--- src/rtl/tluh_pkg.sv ---
// TileLink-UH encodings shared by the initiator and its source allocator,
// plus the byte-lane mask helper used for non-partial A requests.
package tluh_pkg;

  typedef enum logic [2:0] {
    A_PUT_FULL_DATA    = 3'd0,
    A_PUT_PARTIAL_DATA = 3'd1,
    A_ARITHMETIC_DATA  = 3'd2,
    A_LOGICAL_DATA     = 3'd3,
    A_GET              = 3'd4
  } a_opcode_e;

  typedef enum logic [2:0] {
    D_ACCESS_ACK      = 3'd0,
    D_ACCESS_ACK_DATA = 3'd1
  } d_opcode_e;

  typedef enum logic [2:0] {
    LOGIC_XOR  = 3'd0,
    LOGIC_OR   = 3'd1,
    LOGIC_AND  = 3'd2,
    LOGIC_SWAP = 3'd3
  } logical_param_e;

  // Lanes covered by a naturally sized access; lanes shifted past bit 3 drop off.
  function automatic logic [3:0] gen_mask(input logic [1:0] size, input logic [1:0] addr_lo);
    logic [3:0] base;
    case (size)
      2'd0:    base = 4'b0001;
      2'd1:    base = 4'b0011;
      default: base = 4'b1111;
    endcase
    return base << addr_lo;
  endfunction

endpackage

--- src/rtl/tluh_source_alloc.sv ---
// Source-ID table: pending/expect-data bits per ID and a lowest-free picker
// that only looks at the registered bitmap.
module tluh_source_alloc #(
  parameter int TL_RS           = 4,
  parameter int MAX_OUTSTANDING = 4
) (
  input  logic                       tlm_clock_i,
  input  logic                       tlm_reset_i,
  input  logic                       alloc_en,
  input  logic                       alloc_expect_data,
  output logic [TL_RS-1:0]           alloc_id,
  output logic                       any_free,
  input  logic                       free_en,
  input  logic [TL_RS-1:0]           free_id,
  output logic [MAX_OUTSTANDING-1:0] pending,
  output logic [MAX_OUTSTANDING-1:0] expect_data
);

  always_comb begin
    alloc_id = '0;
    any_free = 1'b0;
    for (int i = MAX_OUTSTANDING - 1; i >= 0; i--) begin
      if (!pending[i]) begin
        alloc_id = TL_RS'(i);
        any_free = 1'b1;
      end
    end
  end

  // An ID freed this cycle is still pending in the bitmap the picker sees,
  // so it cannot be handed out again until the following cycle.
  always_ff @(posedge tlm_clock_i) begin
    if (tlm_reset_i) begin
      pending     <= '0;
      expect_data <= '0;
    end else begin
      for (int i = 0; i < MAX_OUTSTANDING; i++) begin
        if (free_en && free_id == TL_RS'(i)) pending[i] <= 1'b0;
        if (alloc_en && alloc_id == TL_RS'(i)) begin
          pending[i]     <= 1'b1;
          expect_data[i] <= alloc_expect_data;
        end
      end
    end
  end

endmodule

--- src/rtl/tluh_initiator.sv ---
// TL-UH initiator: registers core requests onto the A channel with a tracked
// source ID and returns matching D beats to the core through a one-entry buffer.
module tluh_initiator
  import tluh_pkg::*;
#(
  parameter int TL_RS           = 4,
  parameter int MAX_OUTSTANDING = 4
) (
  input  logic             tlm_clock_i,
  input  logic             tlm_reset_i,
  input  logic             req_valid,
  output logic             req_ready,
  input  logic [2:0]       req_opcode,
  input  logic [2:0]       req_param,
  input  logic [1:0]       req_size,
  input  logic [31:0]      req_address,
  input  logic [31:0]      req_data,
  input  logic [3:0]       req_mask,
  output logic             resp_valid,
  input  logic             resp_ready,
  output logic [TL_RS-1:0] resp_source,
  output logic [31:0]      resp_data,
  output logic             resp_error,
  output logic [2:0]       tlm_a_opcode,
  output logic [2:0]       tlm_a_param,
  output logic [3:0]       tlm_a_size,
  output logic [TL_RS-1:0] tlm_a_source,
  output logic [31:0]      tlm_a_address,
  output logic [3:0]       tlm_a_mask,
  output logic [31:0]      tlm_a_data,
  output logic             tlm_a_corrupt,
  output logic             tlm_a_valid,
  input  logic             tlm_a_ready,
  input  logic [2:0]       tlm_d_opcode,
  input  logic [1:0]       tlm_d_param,
  input  logic [3:0]       tlm_d_size,
  input  logic [TL_RS-1:0] tlm_d_source,
  input  logic             tlm_d_denied,
  input  logic [31:0]      tlm_d_data,
  input  logic             tlm_d_corrupt,
  input  logic             tlm_d_valid,
  output logic             tlm_d_ready,
  output logic             busy,
  output logic             err_unexpected
);

  logic                       any_free;
  logic                       req_fire;
  logic                       a_fire;
  logic                       d_fire;
  logic                       d_pend;
  logic                       d_expd;
  logic                       d_expected;
  logic [2:0]                 d_want;
  logic [TL_RS-1:0]           alloc_id;
  logic [MAX_OUTSTANDING-1:0] pending;
  logic [MAX_OUTSTANDING-1:0] expect_data;
  logic                       unused_d_fields;

  assign req_ready   = any_free & (~tlm_a_valid | tlm_a_ready);
  assign req_fire    = req_valid & req_ready;
  assign a_fire      = tlm_a_valid & tlm_a_ready;
  assign tlm_d_ready = ~resp_valid | resp_ready;
  assign d_fire      = tlm_d_valid & tlm_d_ready;
  assign busy        = |pending;

  assign unused_d_fields = ^{tlm_d_param, tlm_d_size};

  tluh_source_alloc #(
    .TL_RS           (TL_RS),
    .MAX_OUTSTANDING (MAX_OUTSTANDING)
  ) u_alloc (
    .tlm_clock_i       (tlm_clock_i),
    .tlm_reset_i       (tlm_reset_i),
    .alloc_en          (req_fire),
    .alloc_expect_data ((req_opcode == A_GET) || (req_opcode == A_LOGICAL_DATA)),
    .alloc_id          (alloc_id),
    .any_free          (any_free),
    .free_en           (d_fire & d_expected),
    .free_id           (tlm_d_source),
    .pending           (pending),
    .expect_data       (expect_data)
  );

  always_comb begin
    d_pend = 1'b0;
    d_expd = 1'b0;
    for (int i = 0; i < MAX_OUTSTANDING; i++) begin
      if (tlm_d_source == TL_RS'(i)) begin
        d_pend = pending[i];
        d_expd = expect_data[i];
      end
    end
  end

  assign d_want     = d_expd ? 3'(D_ACCESS_ACK_DATA) : 3'(D_ACCESS_ACK);
  assign d_expected = d_pend & (tlm_d_opcode == d_want);

  always_ff @(posedge tlm_clock_i) begin
    if (tlm_reset_i) begin
      tlm_a_valid   <= 1'b0;
      tlm_a_opcode  <= '0;
      tlm_a_param   <= '0;
      tlm_a_size    <= '0;
      tlm_a_source  <= '0;
      tlm_a_address <= '0;
      tlm_a_mask    <= '0;
      tlm_a_data    <= '0;
      tlm_a_corrupt <= 1'b0;
    end else if (req_fire) begin
      tlm_a_valid   <= 1'b1;
      tlm_a_opcode  <= req_opcode;
      tlm_a_param   <= (req_opcode == A_LOGICAL_DATA) ? req_param : 3'd0;
      tlm_a_size    <= {2'b00, req_size};
      tlm_a_source  <= alloc_id;
      tlm_a_address <= req_address;
      tlm_a_mask    <= (req_opcode == A_PUT_PARTIAL_DATA) ? req_mask
                                                          : gen_mask(req_size, req_address[1:0]);
      tlm_a_data    <= req_data;
      tlm_a_corrupt <= 1'b0;
    end else if (a_fire) begin
      tlm_a_valid <= 1'b0;
    end
  end

  // Unexpected beats are swallowed: no response, table untouched, error sticks.
  always_ff @(posedge tlm_clock_i) begin
    if (tlm_reset_i) begin
      resp_valid     <= 1'b0;
      resp_source    <= '0;
      resp_data      <= '0;
      resp_error     <= 1'b0;
      err_unexpected <= 1'b0;
    end else begin
      if (resp_valid && resp_ready) resp_valid <= 1'b0;
      if (d_fire && d_expected) begin
        resp_valid  <= 1'b1;
        resp_source <= tlm_d_source;
        resp_data   <= d_expd ? tlm_d_data : 32'd0;
        resp_error  <= tlm_d_denied | tlm_d_corrupt;
      end
      if (d_fire && !d_expected) err_unexpected <= 1'b1;
    end
  end

endmodule

--- config.mk ---
export PLATFORM = sky130hd
export DESIGN_NAME = tluh_initiator
export DESIGN_NICKNAME = d
export VERILOG_FILES = /design/src/rtl/tluh_pkg.sv /design/src/rtl/tluh_source_alloc.sv /design/src/rtl/tluh_initiator.sv
export SDC_FILE = /design/constraint.sdc
export NUM_CORES = 1
export LEC_CHECK = 0
export CAP_MARGIN = 20
export CORE_ASPECT_RATIO = 0.9
export CORE_MARGIN = 1
export CORE_UTILIZATION = 40
export DETAILED_ROUTE_END_ITERATION = 8
export PLACE_DENSITY = 0.91
export SYNTH_ARGS = -nofsm -noshare
export SYNTH_HDL_FRONTEND = slang
export SYNTH_SLANG_ARGS = --single-unit
--- constraint.sdc ---
create_clock -name tlm_clock_i -period 2.6 [get_ports tlm_clock_i]
set_clock_uncertainty 0.2 [all_clocks]
set_input_delay 0.26 -clock tlm_clock_i [delete_from_list [all_inputs] [get_ports tlm_clock_i]]
set_output_delay 0.26 -clock tlm_clock_i [all_outputs]
set_load 0.02 [all_outputs]
==> out/metrics.json, run 1 <==
{
  "status": "complete, no violations",
  "synth.top_cell.area_share_pct": 50.0,
  "drv_slew": 0,
  "groute.usage.overall_pct": 22.4,
  "tritoncts_clock_tree": "yes",
  "synth_enable_flop_cells": 0,
  "drt_first_iter_violations": 303,
  "hp-class": "in2reg",
  "yosysUniqueCellTypes": 41,
  "p_total_mw": 5.36,
  "synth.top_cells.by_count": "149 x nand2_1, 126 x dfxtp_1, 85 x a21oi_1",
  "insertedDiodeCount": 0,
  "final_min_period_over_clock_period_pct": 91.3,
  "p_per_area_nw_per_um2": 651,
  "final_layout_size_suffix_gt1_share_pct": 9.42,
  "total_cts_buffers": 17,
  "antenna_found_initial": 0,
  "holdBufCountCts": 0,
  "grt_pass1_wl_um": 23100,
  "route.layer.met1.wl_um": 6100,
  "coreArea_sq_um": 12200,
  "synth.largest_area_cell": "dfxtp_1",
  "grt_setup_unrepaired": "false",
  "chipHeight_um": 109,
  "initial_core_utilization_pct": 41.5,
  "finalHoldViolCount": 0,
  "detailedRoute.firstPassIterationCount": 4,
  "route.top_layer_used": "met4",
  "worst_setup_hold_path_clk_slew_ns": 0.06,
  "gr-total-overflow": 0,
  "die_w_um": 120,
  "routed-via-count": 4964,
  "layout.nets": 944,
  "drc_errors": 0,
  "cts-htree-levels": 4,
  "synth.top_cells.by_area": "dfxtp_1 50%, nand2_1 11%, a21oi_1 8.4%",
  "io-pin-count": 255,
  "ys_ff_latch": 126,
  "worst_setup_path_end_kind": "output port",
  "leakage_nw": 3.01,
  "row_count": 38,
  "synth-async-reset-ratio_pct": 0,
  "route.final.wire_length_um": 14800,
  "drt-wirelength-per-cell_um": 15.0,
  "synthesis.area_per_instance_sq_um": 8.57,
  "crit_type": "reg2out",
  "critical_path.max_fanout": 9,
  "insertion_delay_ns": 0.40,
  "half_perimeter_wire_length_of_the_detailed_placement_result_um": 10400,
  "number_of_vias_per_cell_after_detailed_routing": 5.02,
  "maxClockFrequency_ghz": 0.421,
  "yosysWarningCount": 0,
  "met2_length_um": 7410,
  "layout.filler_cells": 956,
  "drtAntennaViolNets": 0,
  "total_of_cells_resized_after_clock_tree_synthesis": 0,
  "gp_congestion": 0.821,
  "clock-sinks": 126,
  "syn-instance-count": 589,
  "critical_path_at_ns": 1.91,
  "root_buffer": "clkbuf_16",
  "yosys.cell_count.top_type": "nand2_1",
  "timing.final.setup_violations": 0,
  "seq_area_frac_synth_pct": 50.0,
  "post-cts-setup-buffers": 0,
  "netlist_area_sq_um": 5050,
  "vdd_ir_drop_max_uv": 613,
  "grt_start_max_net_pins": 69,
  "dr_wl_met3_um": 955,
  "floorplan.die_area_sq_um": 13100,
  "worst_setup_path_start_kind": "flip-flop",
  "buffers_on_ports": 243,
  "slew-limit-headroom_pct": 61.7,
  "fin_crit_ns": 2.37,
  "vias_in_the_first_global_route": 4692,
  "maxCapViolations": 0,
  "syn2layout_area_growth_pct": 62.9,
  "cts_buffer_depth": 2,
  "tightest_slew_ns": 0.575,
  "timing.critical_path.required_ns": 2.14,
  "final_total_negative_setup_slack_ns": 0,
  "predominant_post_synthesis_flop_cell": "dfxtp_1"
}
-- per-stage QoR --
step / utilization (%) / worst slack (ns) / hold slack [ns] / instances / instance area (sq um)
floorplan: - / 0.723 / 0.175 / 593 / 5060
global placement: 62.1 / 0.0680 / 0.237 / 956 / 7560
detailed placement: 62.1 / 0.0124 / 0.246 / 956 / 7560
CTS: 67.6 / 0.221 / 0.151 / 988 / 8230
global route: 67.6 / 0.192 / 0.171 / 988 / 8230
finish: 67.6 / 0.226 / 0.167 / 988 / 8230
-- registers in the layout, summed over array words and instances (netlist names), 4 cells and up --
name	count
resp_data	32
tlm_a_address	32
tlm_a_data	32
resp_source	4
tlm_a_mask	4
u_alloc.expect_data	4
u_alloc.pending	4
-- layout by cell type (no fill, tap or decap), types with 3 or more instances in the layout --
| cell | n |
|---|---|
| a211oi_1 | 6 |
| a21oi_1 | 85 |
| a311oi_1 | 4 |
| and2_1 | 3 |
| buf_12 | 7 |
| buf_4 | 6 |
| bufinv_16 | 5 |
| clkbuf_16 | 17 |
| clkdlybuf4s50_1 | 242 |
| clkinv_4 | 3 |
| conb_1 | 5 |
| dfxtp_1 | 126 |
| mux2i_1 | 6 |
| nand2_1 | 149 |
| nand2b_1 | 35 |
| nand3_1 | 7 |
| nand4_1 | 33 |
| nor2_1 | 16 |
| nor3_1 | 5 |
| o21ai_0 | 13 |
| o21ai_1 | 5 |
| o21ai_2 | 18 |
-- where the power goes --
| part | internal, mW | total (mW) | switching (mW) |
|---|---|---|---|
| clock network | 1.76 | 2.61 | 0.850 |
| logic | 0.372 | 0.703 | 0.331 |
| registers | 2.01 | 2.05 | 0.0413 |
| total | 4.14 | 5.36 | 1.22 |
-- routing by layer --
layer  up-vias  global-route usage, %
met3        28                   6.43
met2       176                   38.8
met4         0                   9.79
li1       2450                      -
met1      2310                   25.9
met5         -                      0
-- worst max-delay path, cell delays in order (launching register included) --
cell and delay, ns:
dfxtp_1 0.40, or4_1 0.56, clkdlybuf4s50_1 0.56
-- kinds of logic (layout without fill, tap and decap cells) --
group | count (synthesis) | in the layout | share of synthesized area [%]
and+or+nand+nor | 262 | 262 | 24.5
AOI/OAI and AO/OA | 135 | 135 | 15.7
DFF | 126 | 126 | 50.0
buffers and inverters | 54 | 289 | 6.44
muxes | 9 | 9 | 2.23
xor gates and xnor gates | 2 | 2 | 1.09
other | 1 | 5 | 0.0743
-- final cells by class --
type / count / area [sq um] / area share, %
Timing Repair Buffer: 255 / 2610 / 31.7
Tap cell: 160 / 200 / 2.43
Sequential cell: 126 / 2520 / 30.7
Inverter: 2 / 7.51 / 0.0913
Clock buffer: 19 / 453 / 5.51
Multi-Input combinational cell: 413 / 2230 / 27.1
Clock inverter: 13 / 210 / 2.56
-- final timing paths --
path | startpoint | slack (ns) | endpoint | cells past startpoint
min | tlm_reset_i | 0.17 | resp_source[1] | 2
max reg2reg | u_alloc.pending[0] | 0.63 | resp_error | 6
max | u_alloc.pending[0] | 0.23 | busy | 2
min reg2reg | tlm_a_address[30] | 0.25 | tlm_a_address[30] | 2
(Power assumes the default switching activity.)
==> run 2, diff against run 1 <==
- clock period: 2.6 -> 2.7 ns (I/O delays scaled with it)
==> out/metrics.json, run 2 (same netlist as run 1, synthesis figures left out) <==
{
  "final_min_period_over_clock_period_pct": 88.2,
  "route.final.wire_length": {"value": 14900, "unit": "um", "change": "+0.63%"},
  "worst_r2r_endpoint": "resp_data[31]",
  "worst_r2r_path_depth": {"value": 6, "change": "unchanged"},
  "rrSetupSlack": {"value": 0.58, "unit": "ns", "change": "-0.05 ns"},
  "die_w": {"value": 120, "unit": "um", "change": "unchanged"},
  "root_buffer": "clkbuf_16",
  "p_per_area": {"value": 629, "unit": "nW/um^2", "change": "-3.4%"},
  "critical_path_at": {"value": 1.91, "unit": "ns", "change": "about the same"},
  "critical-path-max-stage-delay": {"value": 0.57, "unit": "ns", "change": "about the same"},
  "total_cts_buffers": {"value": 17, "change": "unchanged"},
  "crit_type": "reg2out",
  "cts-htree-levels": {"value": 4, "change": "unchanged"},
  "final_total_negative_setup_slack": {"value": 0, "unit": "ns", "change": "unchanged"},
  "antenna_found_initial": {"value": 0, "change": "unchanged"},
  "critical_path.max_fanout": {"value": 9, "change": "unchanged"},
  "total_of_cells_resized_after_clock_tree_synthesis": {"value": 0, "change": "unchanged"},
  "gp_congestion": {"value": 0.826, "change": "+0.66%"},
  "final_layout_size_suffix_gt1_share": {"value": 9.75, "unit": "%", "change": "+0.33 points"},
  "reg_top3": "resp_data: 32 flops, tlm_a_address: 32 flops, tlm_a_data: 32 flops",
  "insertion_delay": {"value": 0.40, "unit": "ns", "change": "about the same"},
  "timing.hold.worst_endpoint": "tlm_a_address[0]",
  "maxClockFrequency_ghz": 0.420,
  "grt_setup_unrepaired": "false",
  "mostFrequentLayoutCell": "clkdlybuf4s50_1",
  "grt_pass1_wl": {"value": 22700, "unit": "um", "change": "-1.8%"},
  "slew-limit-headroom": {"value": 65.6, "unit": "%", "change": "+3.9 points"},
  "holdBufCountCts": {"value": 0, "change": "unchanged"},
  "syn2layout_area_growth_pct": 62.6,
  "worst_setup_hold_path_clk_slew": {"value": 0.06, "unit": "ns", "change": "about the same"},
  "drt_first_iter_violations": {"value": 334, "change": "+10%"},
  "vdd_ir_drop_max": {"value": 506, "unit": "uV", "change": "-17%"},
  "grt_start_max_net_pins": {"value": 81, "change": "+17%"},
  "io-pin-count": {"value": 255, "change": "unchanged"},
  "p_total": {"value": 5.16, "unit": "mW", "change": "-3.6%"},
  "layout.nets": {"value": 948, "change": "+0.42%"},
  "leakage": {"value": 3.02, "unit": "nW", "change": "about the same"},
  "insertedDiodeCount": {"value": 0, "change": "unchanged"},
  "most-common-layout-cells": "242 x clkdlybuf4s50_1, 149 x nand2_1, 126 x dfxtp_1",
  "hp-class": "in2reg",
  "final_core_util": {"value": 67.4, "unit": "%", "change": "-0.14 points"},
  "initial_core_utilization": {"value": 41.5, "unit": "%", "change": "unchanged"},
  "worst_setup_path_end_kind": "output port",
  "gr-total-overflow": {"value": 0, "change": "unchanged"},
  "critical_path.top_delay_family": "buffers and inverters",
  "finalHoldViolCount": {"value": 0, "change": "unchanged"},
  "routed-via-count": {"value": 4953, "change": "-0.22%"},
  "tritoncts_clock_tree": "yes",
  "row_count": {"value": 38, "change": "unchanged"},
  "worst_setup_path_start_kind": "flip-flop",
  "drc_errors": {"value": 0, "change": "unchanged"},
  "floorplan.die_area": {"value": 13100, "unit": "sq um", "change": "unchanged"},
  "timing.final.setup_violations": {"value": 0, "change": "unchanged"},
  "clock-sinks": {"value": 126, "change": "unchanged"},
  "groute.usage.overall": {"value": 22.2, "unit": "%", "change": "-0.19 points"},
  "timing.rr.start": "u_alloc.pending[0]",
  "half_perimeter_wire_length_of_the_detailed_placement_result": {"value": 10500, "unit": "um", "change": "+0.91%"},
  "fin_crit_ns": 2.38,
  "maxCapViolations": {"value": 0, "change": "unchanged"},
  "post-cts-setup-buffers": {"value": 0, "change": "unchanged"},
  "buffers_on_ports": {"value": 243, "change": "unchanged"},
  "worst_hold_stages": {"value": 2, "change": "unchanged"},
  "status": "complete, no violations",
  "drtAntennaViolNets": {"value": 0, "change": "unchanged"},
  "cts_buffer_depth": {"value": 2, "change": "unchanged"},
  "critPathSlowestCell": "clkdlybuf4s50_1",
  "worstHoldStart": "tlm_reset_i",
  "number_of_vias_per_cell_after_detailed_routing": {"value": 5.00, "change": "-0.52%"},
  "coreArea": {"value": 12200, "unit": "sq um", "change": "unchanged"},
  "tightest_slew": {"value": 0.516, "unit": "ns", "change": "-0.0592 ns"},
  "worstPathCellList": "or4_1, clkdlybuf4s50_1",
  "drt-wirelength-per-cell": {"value": 15.1, "unit": "um", "change": "+0.32%"},
  "vias_in_the_first_global_route": {"value": 4612, "change": "-1.7%"},
  "chipHeight": {"value": 109, "unit": "um", "change": "unchanged"},
  "crit_buf_inv": {"value": 1, "change": "unchanged"},
  "placed_cells_incl_taps": {"value": 960, "change": "+0.42%"},
  "detailedRoute.firstPassIterationCount": {"value": 4, "change": "unchanged"},
  "drv_slew": {"value": 0, "change": "unchanged"},
  "cell_count_final_fillers_out": {"value": 991, "change": "+0.30%"},
  "timing.critical_path.required": {"value": 2.23, "unit": "ns", "change": "+0.09 ns"}
}
run 2: per-stage QoR:
stage	area [sq um]	hold WS [ns]	setup WS [ns]
after global placement	7560	0.237	0.139
final	8210	0.156	0.318
after global routing	8210	0.177	0.206
after CTS	8210	0.144	0.314
after detailed placement	7560	0.246	0.0778
after floorplan	5060	0.185	0.823
run 2: worst max path at each step:
stage / from / to / cells after the start
floorplan: u_alloc.pending[0] / resp_data[10] / 8
global placement: tlm_d_source[0] / resp_data[5] / 7
detailed placement: tlm_d_source[0] / resp_data[31] / 7
CTS: u_alloc.pending[0] / busy / 2
global route: u_alloc.pending[0] / req_ready / 3
finish: u_alloc.pending[0] / busy / 2
run 2: routing by layer:
| layer | track usage, % | wire (um) |
|---|---|---|
| met1 | 25.9 | 6230 |
| met2 | 37.6 | 7420 |
| met3 | 7.28 | 994 |
| met4 | 9.08 | 286 |
| met5 | 0 | 0 |
run 2: cell type report:
| cell class | instances | area (sq um) |
|---|---|---|
| inverter | 2 | 7.51 |
| clock inverter | 13 | 214 |
| sequential | 126 | 2520 |
| tap | 160 | 200 |
| fill | 962 | 3960 |
| clock buffer | 18 | 439 |
| timing repair buffer | 259 | 2600 |
| multi-input combinational | 413 | 2230 |
run 2: power breakdown:
group	total [mW]	switching (mW)	internal (mW)
clock	2.52	0.853	1.67
sequential	1.97	0.0395	1.93
combinational	0.673	0.319	0.354
run 2: worst register-to-register path, stage by stage (launching register included):
cell	delay, ns
dfxtp_1	0.40
mux4_2	0.48
and2_4	0.17
and2_1	0.31
buf_12	0.23
nand4_1	0.09
o21ai_0	0.10
==> run 3, diff against run 2 <==
- CTS_CLUSTER_DIAMETER: unset -> 60
- clock period: 2.7 -> 2.2 ns (I/O delays scaled with it)
==> out/metrics.json, run 3 (same netlist as run 1, synthesis figures left out) <==
{
  "drt_first_iter_violations": {"value": 280, "change": "-16%"},
  "sw_frac_of_total": {"value": 23.6, "unit": "%", "change": "+0.15 points"},
  "gp_congestion": {"value": 0.826, "change": "about the same"},
  "slew-limit-headroom": {"value": 60.4, "unit": "%", "change": "-5.3 points"},
  "chipHeight": {"value": 109, "unit": "um", "change": "unchanged"},
  "floorplan.die_area": {"value": 13100, "unit": "sq um", "change": "unchanged"},
  "route.final.wire_length": {"value": 15200, "unit": "um", "change": "+1.9%"},
  "drtAntennaViolNets": {"value": 0, "change": "unchanged"},
  "drc_errors": {"value": 0, "change": "unchanged"},
  "cts-htree-levels": {"value": 4, "change": "unchanged"},
  "critPathSlowestCell": "clkdlybuf4s50_1",
  "drt-wirelength-per-cell": {"value": 15.2, "unit": "um", "change": "+0.90%"},
  "worst_setup_hold_path_clk_slew": {"value": 0.06, "unit": "ns", "change": "about the same"},
  "grt_pass1_wl": {"value": 23800, "unit": "um", "change": "+4.6%"},
  "critical_path.max_fanout": {"value": 35, "change": "+26"},
  "reg_top3": "resp_data: 32 flops, tlm_a_address: 32 flops, tlm_a_data: 32 flops",
  "power.net_switching": {"value": 1.39, "unit": "mW", "change": "+15%"},
  "worst_setup_path_end_kind": "flip-flop",
  "gr-total-overflow": {"value": 0, "change": "unchanged"},
  "grt_start_max_net_pins": {"value": 127, "change": "+57%"},
  "internal-power": {"value": 4.49, "unit": "mW", "change": "+14%"},
  "worstPathCellList": "clkdlybuf4s50_1, buf_4, mux4_2, and2_4, and2_1, buf_12, a21oi_1, a211oi_1",
  "final_layout_size_suffix_gt1_share": {"value": 10.7, "unit": "%", "change": "+0.95 points"},
  "root_buffer": "clkbuf_16",
  "timing.final.setup_violations": {"value": 0, "change": "unchanged"},
  "status": "complete, no violations",
  "power_share_of_the_combinational_group": {"value": 14.6, "unit": "%", "change": "+1.6 points"},
  "vdd_ir_drop_max": {"value": 508, "unit": "uV", "change": "+0.35%"},
  "multi_input_gate_area_in_the_final_layout": {"value": 2230, "unit": "sq um", "change": "+0.28%"},
  "pre_cts_slack": {"value": -0.312, "unit": "ns", "change": "-0.390 ns"},
  "place_area": {"value": 7710, "unit": "sq um", "change": "+2.1%"},
  "initial_core_utilization": {"value": 41.5, "unit": "%", "change": "unchanged"},
  "post-route-cell-area": {"value": 8260, "unit": "sq um", "change": "+0.58%"},
  "critical_path.top_delay_family": "buffers and inverters",
  "die_w": {"value": 120, "unit": "um", "change": "unchanged"},
  "row_count": {"value": 38, "change": "unchanged"},
  "p_per_area": {"value": 712, "unit": "nW/um^2", "change": "+13%"},
  "critical_path_at": {"value": 2.20, "unit": "ns", "change": "+0.29 ns"},
  "insertion_delay": {"value": 0.40, "unit": "ns", "change": "about the same"},
  "sequential_cell_area": {"value": 2520, "unit": "sq um", "change": "unchanged"},
  "crit_type": "in2reg",
  "tightest_slew": {"value": 0.595, "unit": "ns", "change": "+0.0790 ns"},
  "hold-worst-slack": {"value": 0.0301, "unit": "ns", "change": "-0.126 ns"},
  "routed-via-count": {"value": 4974, "change": "+0.42%"},
  "groute.usage.overall": {"value": 23.3, "unit": "%", "change": "+1.0 points"},
  "clock_power_share": {"value": 44.2, "unit": "%", "change": "-4.6 points"},
  "setup_slack": {"value": 0.0626, "unit": "ns", "change": "-0.255 ns"},
  "total_cts_buffers": {"value": 17, "change": "unchanged"},
  "maxClockFrequency_ghz": 0.468,
  "mostFrequentLayoutCell": "clkdlybuf4s50_1",
  "io-pin-count": {"value": 255, "change": "unchanged"},
  "fin_crit_ns": 2.14,
  "insertedDiodeCount": {"value": 0, "change": "unchanged"},
  "seq_power_share": {"value": 41.2, "unit": "%", "change": "+3.0 points"},
  "vias_in_the_first_global_route": {"value": 4777, "change": "+3.6%"},
  "maxCapViolations": {"value": 0, "change": "unchanged"},
  "timing.critical_path.required": {"value": 2.26, "unit": "ns", "change": "+0.03 ns"},
  "syn2layout_area_growth_pct": 63.5,
  "number_of_vias_per_cell_after_detailed_routing": {"value": 4.97, "change": "-0.58%"},
  "grt_setup_unrepaired": "false",
  "antenna_found_initial": {"value": 0, "change": "unchanged"},
  "crit_buf_inv": {"value": 3, "change": "+2"},
  "finalHoldViolCount": {"value": 0, "change": "unchanged"},
  "critical-path-max-stage-delay": {"value": 0.55, "unit": "ns", "change": "-0.02 ns"},
  "half_perimeter_wire_length_of_the_detailed_placement_result": {"value": 10600, "unit": "um", "change": "+1.7%"},
  "holdBufCountCts": {"value": 0, "change": "unchanged"},
  "tritoncts_clock_tree": "yes",
  "worst_setup_path_start_kind": "input port",
  "final_total_negative_setup_slack": {"value": 0, "unit": "ns", "change": "unchanged"},
  "clock-sinks": {"value": 126, "change": "unchanged"},
  "drv_slew": {"value": 0, "change": "unchanged"},
  "leakage": {"value": 3.05, "unit": "nW", "change": "+1.2%"},
  "cts_buffer_depth": {"value": 2, "change": "unchanged"},
  "p_total": {"value": 5.88, "unit": "mW", "change": "+14%"},
  "coreArea": {"value": 12200, "unit": "sq um", "change": "unchanged"},
  "hp-class": "in2reg",
  "layout.nets": {"value": 961, "change": "+1.4%"},
  "most-common-layout-cells": "240 x clkdlybuf4s50_1, 149 x nand2_1, 126 x dfxtp_1",
  "final_min_period_over_clock_period_pct": 97.2,
  "buffers_on_ports": {"value": 243, "change": "unchanged"},
  "detailedRoute.firstPassIterationCount": {"value": 5, "change": "+1"},
  "layout.filler_cells": {"value": 952, "change": "-1.0%"}
}
run 3: worst paths after layout:
check	startpoint	to	slack [ns]	depth (start not counted)
max	tlm_d_source[0]	resp_error	0.06	8
min	tlm_reset_i	resp_data[6]	0.03	4
max reg2reg	u_alloc.expect_data[2]	u_alloc.pending[0]	0.19	7
min reg2reg	tlm_a_param[0]	tlm_a_param[0]	0.25	2
run 3: what timing repair did:
item / 4_1_cts / 5_1_grt
setup buffers: 0 / 0
resized for setup: 2 / 1
setup endpoints to repair: 2 / 1
pin swaps: 0 / 0
run 3: through the flow:
step | std cells | util [%]
global route | 1001 | 67.8
floorplan | 593 | -
finish | 1001 | 67.8
global placement | 972 | 63.1
detailed placement | 973 | 63.4
CTS | 1001 | 67.8
run 3: area by class of cell:
| cell class | count | share of cell area (%) |
|---|---|---|
| clock buffers | 20 | 5.41 |
| clock inverters | 8 | 1.15 |
| inverters | 2 | 0.0909 |
| multi-input cells | 413 | 27.0 |
| flip-flops and latches | 126 | 30.6 |
| well taps | 160 | 2.42 |
| repair buffers | 272 | 33.3 |
run 3: layer usage:
layer,vias up,routed length [um],GRT usage [%]
met2,168,7600,39.6
met3,27,839,5.91
met5,-,0,0
met1,2300,6410,27.9
li1,2479,-,-
met4,0,371,9.96
run 3: power groups by stage:
stage | logic, mW | registers (mW) | clock network (mW)
3_5_place_dp | 0.857 | 2.47 | 0
3_3_place_gp | 0.849 | 2.46 | 0
5_1_grt | 0.918 | 2.43 | 2.76
4_1_cts | 0.862 | 2.42 | 2.65
2_1_floorplan | 0.260 | 2.57 | 0
6_report | 0.859 | 2.42 | 2.60
run 3: worst reg2reg max path: stages (launching register included):
cell and delay, ns:
dfxtp_1 0.33, mux2_4 0.28, a22o_4 0.24, buf_4 0.16, xor2_4 0.17, nor2_4 0.07
buf_4 0.16, a311oi_2 0.28
==> variant, RTL diff (flow settings as in run 3) <==
`MAX_OUTSTANDING` is set to 4 in 2 places; all go to 2.
--- a/src/rtl/tluh_source_alloc.sv
+++ b/src/rtl/tluh_source_alloc.sv
@@ -2,7 +2,7 @@
 // that only looks at the registered bitmap.
 module tluh_source_alloc #(
   parameter int TL_RS           = 4,
-  parameter int MAX_OUTSTANDING = 4
+  parameter int MAX_OUTSTANDING = 2
 ) (
   input  logic                       tlm_clock_i,
   input  logic                       tlm_reset_i,
--- a/src/rtl/tluh_initiator.sv
+++ b/src/rtl/tluh_initiator.sv
@@ -4,7 +4,7 @@
   import tluh_pkg::*;
 #(
   parameter int TL_RS           = 4,
-  parameter int MAX_OUTSTANDING = 4
+  parameter int MAX_OUTSTANDING = 2
 ) (
   input  logic             tlm_clock_i,
   input  logic             tlm_reset_i,
Formal check against the unedited RTL: not equivalent (a bounded check fails within 4 cycles, from zero or initial values and one cycle with tlm_reset_i high).
==> variant against run 3 <==
  * Hold slack improved by 0.032 ns
  * Sequential cell count is 5 lower
  * Total power up 3.4%
  * Routed wire length fell by 11%
  * Setup slack lost 0.032 ns
  * Synthesized area fell by 7.4%
  * First-iteration DRC count is 25% lower
  * Cell area down 3.5%
==> variant: results <==
[layout]
clkbuf_count = 19
bufAreaShareNonClock = 0.337
drive_gt1_frac = 0.0756
fin_nets = 924
clkCellAreaFrac = 0.0775
multi_input_area_share = 0.256
buffers = 264
seq-cell-share = 0.304

[logic_synthesis]
yosysSeqAreaShare = 0.518
yosysUniqueCellTypes = 37
synth.area.top_cells = "dfxtp_1 (52%), nand2_1 (14%), a21oi_1 (8.5%), mux2i_1 (7.7%), nand2b_1 (4.7%)"
synth_commonest_cells = "nand2_1 (177), dfxtp_1 (121), a21oi_1 (79), mux2i_1 (36), nand2b_1 (35)"

[power]
p_int_mw = 4.66
p_leak_nw = 2.91
vdd_drop_max_v = 0.000463

[placement]
port_buffers = 242
hpwl_um = 9340

[worst_setup_path]
crit_end = "resp_data[12]$_SDFFE_PP0P_"
critPathTopFamily = "simple AND/OR/NAND/NOR gates"
cp_data_arrival_time_ns = 2.28
cp_max_fo = 7
rr_startpoint = "u_alloc.pending[1]$_SDFFE_PP0P_"
slowest_delay_ns = 0.51
critical_path.slowest_cell = "or4_4"
worstRegToRegCells = 6

[grt]
grt_max_degree = 83
grt_use_total = 0.221
grt_pass1_wl_um = 20900
grt_use_met2 = 0.389
grt_pass1_vias = 4328
met1_usage = 0.244

[status]
outcome = "completed"

[routing]
dr.pass1.iters = 4
drt_iter0_drc = 210
wl_met3_um = 935
wl_met1_um = 5640
==> variant: what timing repair did <==
item / CTS / global route
endpoints found under the hold margin: 0 / 0
buffers inserted: 0 / 2
gates resized for setup: 0 / 2
setup endpoints to repair: 0 / 2
==> variant: how the worst min path moves through the flow <==
stage | from | endpoint | slack [ns] | cells past startpoint
CTS | tlm_reset_i | tlm_a_address[4]$_SDFFE_PP0P_ | 0.04 | 2
global route | tlm_reset_i | tlm_a_address[6]$_SDFFE_PP0P_ | 0.06 | 2
finish | tlm_reset_i | tlm_a_address[4]$_SDFFE_PP0P_ | 0.06 | 2
floorplan | req_address[0] | tlm_a_address[0]$_SDFFE_PP0P_ | 0.16 | 2
detailed placement | tlm_a_size[0]$_SDFFE_PP0P_ | tlm_a_size[0]$_SDFFE_PP0P_ | 0.25 | 2
global placement | err_unexpected$_SDFFE_PP0P_ | err_unexpected$_SDFFE_PP0P_ | 0.24 | 2
==> variant: per-stage QoR <==
stage	std cells	setup WS, ns	instance area, um^2	power [mW]	utilization
finish	963	0.0310	7970	6.08	0.700
global route	963	-0.0124	7970	6.31	0.700
CTS	959	0.00151	7900	6.13	0.694
detailed placement	928	-0.297	7280	3.23	0.639
global placement	928	-0.253	7280	3.21	0.639
floorplan	556	0.195	4700	2.74	-
==> variant: logic make-up after synthesis <==
family / after synthesis / share of synthesized area
AO/OA/AOI/OAI: 94 / 0.108
flip-flops: 121 / 0.518
buffers and inverters: 46 / 0.0540
multiplexers: 36 / 0.0770
XOR/XNOR: 3 / 0.00562
AND/OR/NAND/NOR: 250 / 0.237
other: 1 / 0.000802
==> variant: worst register-to-register path: cells and delay by family (launching register included) <==
family                 cells  cell delay [ns]
flip-flops                 1             0.41
multiplexers               2             0.35
AND/OR/NAND/NOR            2             0.64
buffers and inverters      2             0.33
